--- src/rtl/display_scan_driver_if.sv ---
// Scan driver bundle: enable and returned mux code in, phase select and
// active-low digit drive out.
interface display_scan_driver_if;
  logic       Enable;
  logic [3:0] Code;
  logic [1:0] Phase;
  logic       Tick;
  logic [6:0] Seg;
  logic [3:0] Anode;
  logic       Err;

  modport master (
    output Enable, Code,
    input  Phase, Tick, Seg, Anode, Err
  );

  modport slave (
    input  Enable, Code,
    output Phase, Tick, Seg, Anode, Err
  );
endinterface

--- src/rtl/display_scan_driver.sv ---
// Time-multiplexed 4-digit scan: prescaled phase select, anti-ghost blanking,
// 7-segment decode. Digit lights BLANK_CYCLES enabled cycles after a phase change.
module display_scan_driver #(
  parameter int DIV_WIDTH    = 16,
  parameter int DIV_MAX      = 49999,
  parameter int BLANK_CYCLES = 2
) (
  input  logic                 Clock,
  input  logic                 Reset,
  display_scan_driver_if.slave bus
);

  typedef enum logic {BLANK, SHOW} state_t;

  state_t                 state_q;
  logic [DIV_WIDTH-1:0]   cnt_q;
  logic [DIV_WIDTH-1:0]   bcnt_q;
  logic [1:0]             phase_q;
  logic                   tick_q;
  logic [6:0]             seg_q;
  logic [3:0]             anode_q;
  logic                   err_q;

  logic [6:0]             seg_d;
  logic                   bad_d;

  // Active-low gfedcba; codes 1100..1111 blank the digit and flag an error
  always_comb begin
    seg_d = 7'b1111111;
    bad_d = 1'b0;
    case (bus.Code)
      4'h0:    seg_d = 7'b1000000;
      4'h1:    seg_d = 7'b1111001;
      4'h2:    seg_d = 7'b0100100;
      4'h3:    seg_d = 7'b0110000;
      4'h4:    seg_d = 7'b0011001;
      4'h5:    seg_d = 7'b0010010;
      4'h6:    seg_d = 7'b0000010;
      4'h7:    seg_d = 7'b1111000;
      4'h8:    seg_d = 7'b0000000;
      4'h9:    seg_d = 7'b0010000;
      4'hA:    seg_d = 7'b1000001;
      4'hB:    seg_d = 7'b0100011;
      default: bad_d = 1'b1;
    endcase
  end

  always_ff @(posedge Clock or negedge Reset) begin
    if (!Reset) begin
      state_q <= BLANK;
      cnt_q   <= '0;
      bcnt_q  <= '0;
      phase_q <= 2'b00;
      tick_q  <= 1'b0;
      seg_q   <= 7'b1111111;
      anode_q <= 4'b1111;
      err_q   <= 1'b0;
    end else if (!bus.Enable) begin
      // Dark and frozen; re-enable replays a full blank for the held phase
      state_q <= BLANK;
      bcnt_q  <= '0;
      tick_q  <= 1'b0;
      anode_q <= 4'b1111;
    end else begin
      tick_q <= 1'b0;
      if (cnt_q == DIV_WIDTH'(DIV_MAX)) begin
        cnt_q   <= '0;
        phase_q <= phase_q + 2'd1;
        tick_q  <= 1'b1;
        state_q <= BLANK;
        bcnt_q  <= '0;
        anode_q <= 4'b1111;
      end else begin
        cnt_q <= cnt_q + 1'b1;
        case (state_q)
          BLANK: begin
            if (bcnt_q == DIV_WIDTH'(BLANK_CYCLES - 1)) begin
              seg_q   <= seg_d;
              err_q   <= err_q | bad_d;
              anode_q <= ~(4'b0001 << phase_q);
              state_q <= SHOW;
            end else begin
              bcnt_q <= bcnt_q + 1'b1;
            end
          end
          SHOW: ;
          default: state_q <= BLANK;
        endcase
      end
    end
  end

  assign bus.Phase = phase_q;
  assign bus.Tick  = tick_q;
  assign bus.Seg   = seg_q;
  assign bus.Anode = anode_q;
  assign bus.Err   = err_q;

endmodule

--- src/flat_wrapper.sv ---
// flat-port wrapper written by rule: the top's interface ports become plain ports
module display_scan_driver_flat 
#(
  parameter int DIV_WIDTH    = 16,
  parameter int DIV_MAX      = 49999,
  parameter int BLANK_CYCLES = 2
)
  (Clock, Reset, bus_Enable, bus_Code, bus_Phase, bus_Tick, bus_Seg, bus_Anode, bus_Err);
  display_scan_driver_if bus_i ();
  input  logic Clock;
  input  logic Reset;
  input wire logic [$bits(bus_i.Enable)-1:0] bus_Enable;
  input wire logic [$bits(bus_i.Code)-1:0] bus_Code;
  output wire logic [$bits(bus_i.Phase)-1:0] bus_Phase;
  output wire logic [$bits(bus_i.Tick)-1:0] bus_Tick;
  output wire logic [$bits(bus_i.Seg)-1:0] bus_Seg;
  output wire logic [$bits(bus_i.Anode)-1:0] bus_Anode;
  output wire logic [$bits(bus_i.Err)-1:0] bus_Err;
  assign bus_i.Enable = bus_Enable;
  assign bus_i.Code = bus_Code;
  assign bus_Phase = bus_i.Phase;
  assign bus_Tick = bus_i.Tick;
  assign bus_Seg = bus_i.Seg;
  assign bus_Anode = bus_i.Anode;
  assign bus_Err = bus_i.Err;
  display_scan_driver #(.DIV_WIDTH(DIV_WIDTH), .DIV_MAX(DIV_MAX), .BLANK_CYCLES(BLANK_CYCLES)) u_core (.Clock(Clock), .Reset(Reset), .bus(bus_i));
endmodule
--- config.mk ---
export PLATFORM = sky130hd
export DESIGN_NAME = display_scan_driver_flat
export DESIGN_NICKNAME = d
export VERILOG_FILES = /design/src/rtl/display_scan_driver_if.sv /design/src/rtl/display_scan_driver.sv /design/src/flat_wrapper.sv
export SDC_FILE = /design/constraint.sdc
export NUM_CORES = 1
export LEC_CHECK = 0
export CAP_MARGIN = 10
export CORE_ASPECT_RATIO = 1.5
export CORE_MARGIN = 4
export CORE_UTILIZATION = 40
export CTS_CLUSTER_SIZE = 25
export DETAILED_ROUTE_END_ITERATION = 16
export REMOVE_ABC_BUFFERS = 1
export SLEW_MARGIN = 20
export SYNTH_ARGS = -nofsm -noshare
export SYNTH_HDL_FRONTEND = slang
export SYNTH_SLANG_ARGS = --single-unit
--- constraint.sdc ---
create_clock -name Clock -period 6.1 [get_ports Clock]
set_clock_uncertainty 0.15 [all_clocks]
set_input_delay 0.915 -clock Clock [delete_from_list [all_inputs] [get_ports Clock]]
set_output_delay 0.915 -clock Clock [all_outputs]
set_load 0.02 [all_outputs]
==> results.sh <==
export IMPL_relSlewSlack=0.5539
export IMPL_vias=1860
export IMPL_critPathLaunch="bus_Enable"
export IMPL_cp_max_fo=25
export IMPL_synth_top_cell_by_area="dfrtp_1"
export IMPL_fp_dieW_microns=72.49
export IMPL_cts_root_buffer="clkbuf_8"
export IMPL_criticalPathCategory="in -> reg"
export IMPL_portBuffers=21
export IMPL_final_net_count=277
export IMPL_clock_sinks=48
export IMPL_cts_max_level=2
export IMPL_coreArea_sq_um=6087
export IMPL_final_min_clock_period_ns=2.705
export IMPL_antenna_found_initial=0
export IMPL_synth_cell_type_count=44
export IMPL_yosys_top_cells_area="dfrtp_1 (37%), dfstp_2 (12%), xnor2_1 (4.6%)"
export IMPL_worstMarginPinSlew_ns=0.6605
export IMPL_drtPass1Iterations=4
export IMPL_finalSetupTns_ns=0
export IMPL_pre_cts_slack_ns=3.047
export IMPL_worst_slack_ns=3.395
export IMPL_hpwl_microns=3537
export IMPL_async_reset_ff_frac=1.000
export IMPL_routabilityCongestion=0.8046
export IMPL_post_cts_setup_buffers=0
export IMPL_grt_overflow=0
export IMPL_ir_worst_vdd_v=0.0001760
export IMPL_hp_start="u_core.bus.Seg[1]"
export IMPL_rsz0062_at_grt="no"
export IMPL_grt_usage=0.1400
export IMPL_hold_viol_final=0
export IMPL_arrival_ns=2.78
export IMPL_synth_edf_count=0
export IMPL_drt_iter0_drc=47
export IMPL_period_share=0.4434
export IMPL_fillers=571
export IMPL_placed_area_sq_um=2764
export IMPL_cts_tree="yes"
export IMPL_status="finished, final reports clean"
export IMPL_cp_end_kind="flip-flop"
export IMPL_maxSlewViolCount=0
export IMPL_seqPwrFrac=0.475
export IMPL_drc=0
export IMPL_synth_commonest_cells="dfrtp_1 (37), nor2_1 (21), o21ai_0 (13), xnor2_1 (13)"
export IMPL_r2r_start="u_core.bcnt_q[13]"
export IMPL_chipHeight_microns=104.7
export IMPL_grt_pass1_wl_microns=8556
export IMPL_use_met1=0.1722
export IMPL_sw_frac_of_total=0.3177
export IMPL_grt_max_degree=49
export IMPL_grt_use_met2=0.2373
export IMPL_internal_power_uw=655.2
export IMPL_setup_violations=0
export IMPL_num_antenna_cells=0
export IMPL_ant_nets=0
export IMPL_comb_power_share=0.291
export IMPL_synthFlopType="dfrtp_1"
export IMPL_netlist_area_leader_share=0.3711
export IMPL_clock_power_share=0.234
export IMPL_netlist_area_sq_um=2495
export IMPL_clockBufferDepth=2
export IMPL_fmax_mhz=369.7
export IMPL_holdBufCountCts=0
export IMPL_wl_per_cell_microns=14.43
export IMPL_start_kind="input port"
export IMPL_synthCells=243
export IMPL_grt_most_used_layer="met2"
export IMPL_ys_ff_latch=48
export IMPL_use_met3=0.02887
export IMPL_grt_pass1_vias=1826
export IMPL_top_level_ports=22
export IMPL_fin_area_sq_um=2878
export IMPL_drt_vias_per_instance=5.503
export IMPL_ctsResizeCount=0
export IMPL_area_growth_syn_to_layout_pct=15.35
export IMPL_rows=35
export IMPL_avgSynthCellArea_sq_um=10.27
export IMPL_p_sw_uw=305.1
export IMPL_cts_clk_slew_worst_paths_ns=0.08
export IMPL_cap_violations=0
export IMPL_min_delay_path_class="reg -> reg"
export IMPL_power_leakage_uw=0.001182
export IMPL_power_density_nw_per_um2=333.7
export IMPL_cts_made_buffers=5
export IMPL_required_ns=6.17
export IMPL_die_area_sq_um=7591
export IMPL_final_layout_size_suffix_gt1_frac=0.1023
export IMPL_synth_seq_area_share=0.4870
export IMPL_initial_core_util=0.4099
export IMPL_clk_latency_ns=0.30
export IMPL_totalWireLength_microns=4877
export IMPL_ys_warn_count=0
export IMPL_synth_most_common_cell="dfrtp_1"
## power by group through the flow
stage | combinational [uW] | sequential [uW] | clock (uW)
floorplan | 123 | 500 | 0
global route | 305 | 467 | 248
CTS | 283 | 457 | 234
finish | 279 | 457 | 225
global placement | 280 | 461 | 0
detailed placement | 282 | 463 | 0
## kinds of logic (layout without fill, tap and decap cells)
| group | count (synthesis) | count (layout) | share of synthesized area |
|---|---|---|---|
| buffers and inverters | 21 | 42 | 0.03260 |
| AO/OA/AOI/OAI | 41 | 41 | 0.1133 |
| flip-flops | 48 | 48 | 0.4870 |
| AND/OR/NAND/NOR | 96 | 96 | 0.2192 |
| adder cells (fa/ha/maj) | 7 | 7 | 0.03510 |
| XOR/XNOR | 21 | 21 | 0.07372 |
| multiplexers | 9 | 9 | 0.03912 |
## metrics by stage
stage,hold WS [ns],util,total power (uW),std cells
after floorplan,0.3049,-,623.0,234
final,0.3186,0.4728,960.3,338
after global placement,0.3038,0.4541,741.0,330
after CTS,0.3215,0.4724,974.6,338
after global routing,0.3457,0.4728,1020,338
after detailed placement,0.3088,0.4541,744.7,330
## critical path, cell delays in order
cell and delay [ns]:
clkdlybuf4s50_1 0.70, o41ai_4 0.14, buf_4 0.24, nor3_4 0.40
mux2_1 0.37
## flip-flops by register name (all words and copies together) (netlist names)
register          count
u_core.bcnt_q        16
u_core.cnt_q         16
u_core.bus.Seg        7
u_core.bus.Anode      4
u_core.bus.Phase      2
u_core.bus.Err        1
u_core.bus.Tick       1
u_core.state_q        1
## path summary, 6_finish.rpt
| check | to | slack [ns] | cells past startpoint |
|---|---|---|---|
| max | u_core.bus.Seg[6] | 3.40 | 5 |
| min | u_core.bus.Seg[1] | 0.32 | 2 |
| max reg2reg | u_core.bus.Seg[6] | 3.69 | 4 |
| min reg2reg | u_core.bus.Seg[1] | 0.32 | 2 |
| max in group asynchronous | u_core.cnt_q[13] | 4.93 | 1 |
| min in group asynchronous | u_core.cnt_q[14] | 0.47 | 1 |
## layout make-up
class | instances | area, sq um | area share
sequential | 48 | 1215 | 0.4222
timing repair buffer | 22 | 215.2 | 0.07478
multi-input combinational | 174 | 1199 | 0.4165
clock buffer | 5 | 68.82 | 0.02391
tap | 74 | 92.59 | 0.03217
clock inverter | 3 | 42.54 | 0.01478
inverter | 12 | 45.04 | 0.01565
## layer usage
layer	wire, microns	share of wire	up-vias
li1	-	-	922
met1	2067	0.42	897
met2	2568	0.53	32
met3	162	0.033	9
met4	80	0.016	0
met5	0	0	-
## layout by cell type, fill, tap and decap left out, types with 2 or more instances in the layout
cell	n
nor3_1	8
a211o_1	4
dfstp_2	11
ha_1	7
nand2_1	10
dfrtp_1	37
and4_1	5
or3_1	4
buf_4	2
and3_1	3
clkbuf_8	5
nor3b_1	2
o22ai_1	2
inv_1	12
nor4_1	5
nor4b_1	2
nand3_1	12
mux2_1	6
nor2_1	21
o21ai_0	13
xor2_1	8
nand4b_1	3
a21oi_1	11
nand4_1	10
clkdlybuf4s50_1	20
a41o_1	2
xnor2_1	13
and2_1	3
mux2i_1	3
o31ai_1	2
Power figures use the tool's default switching activity.
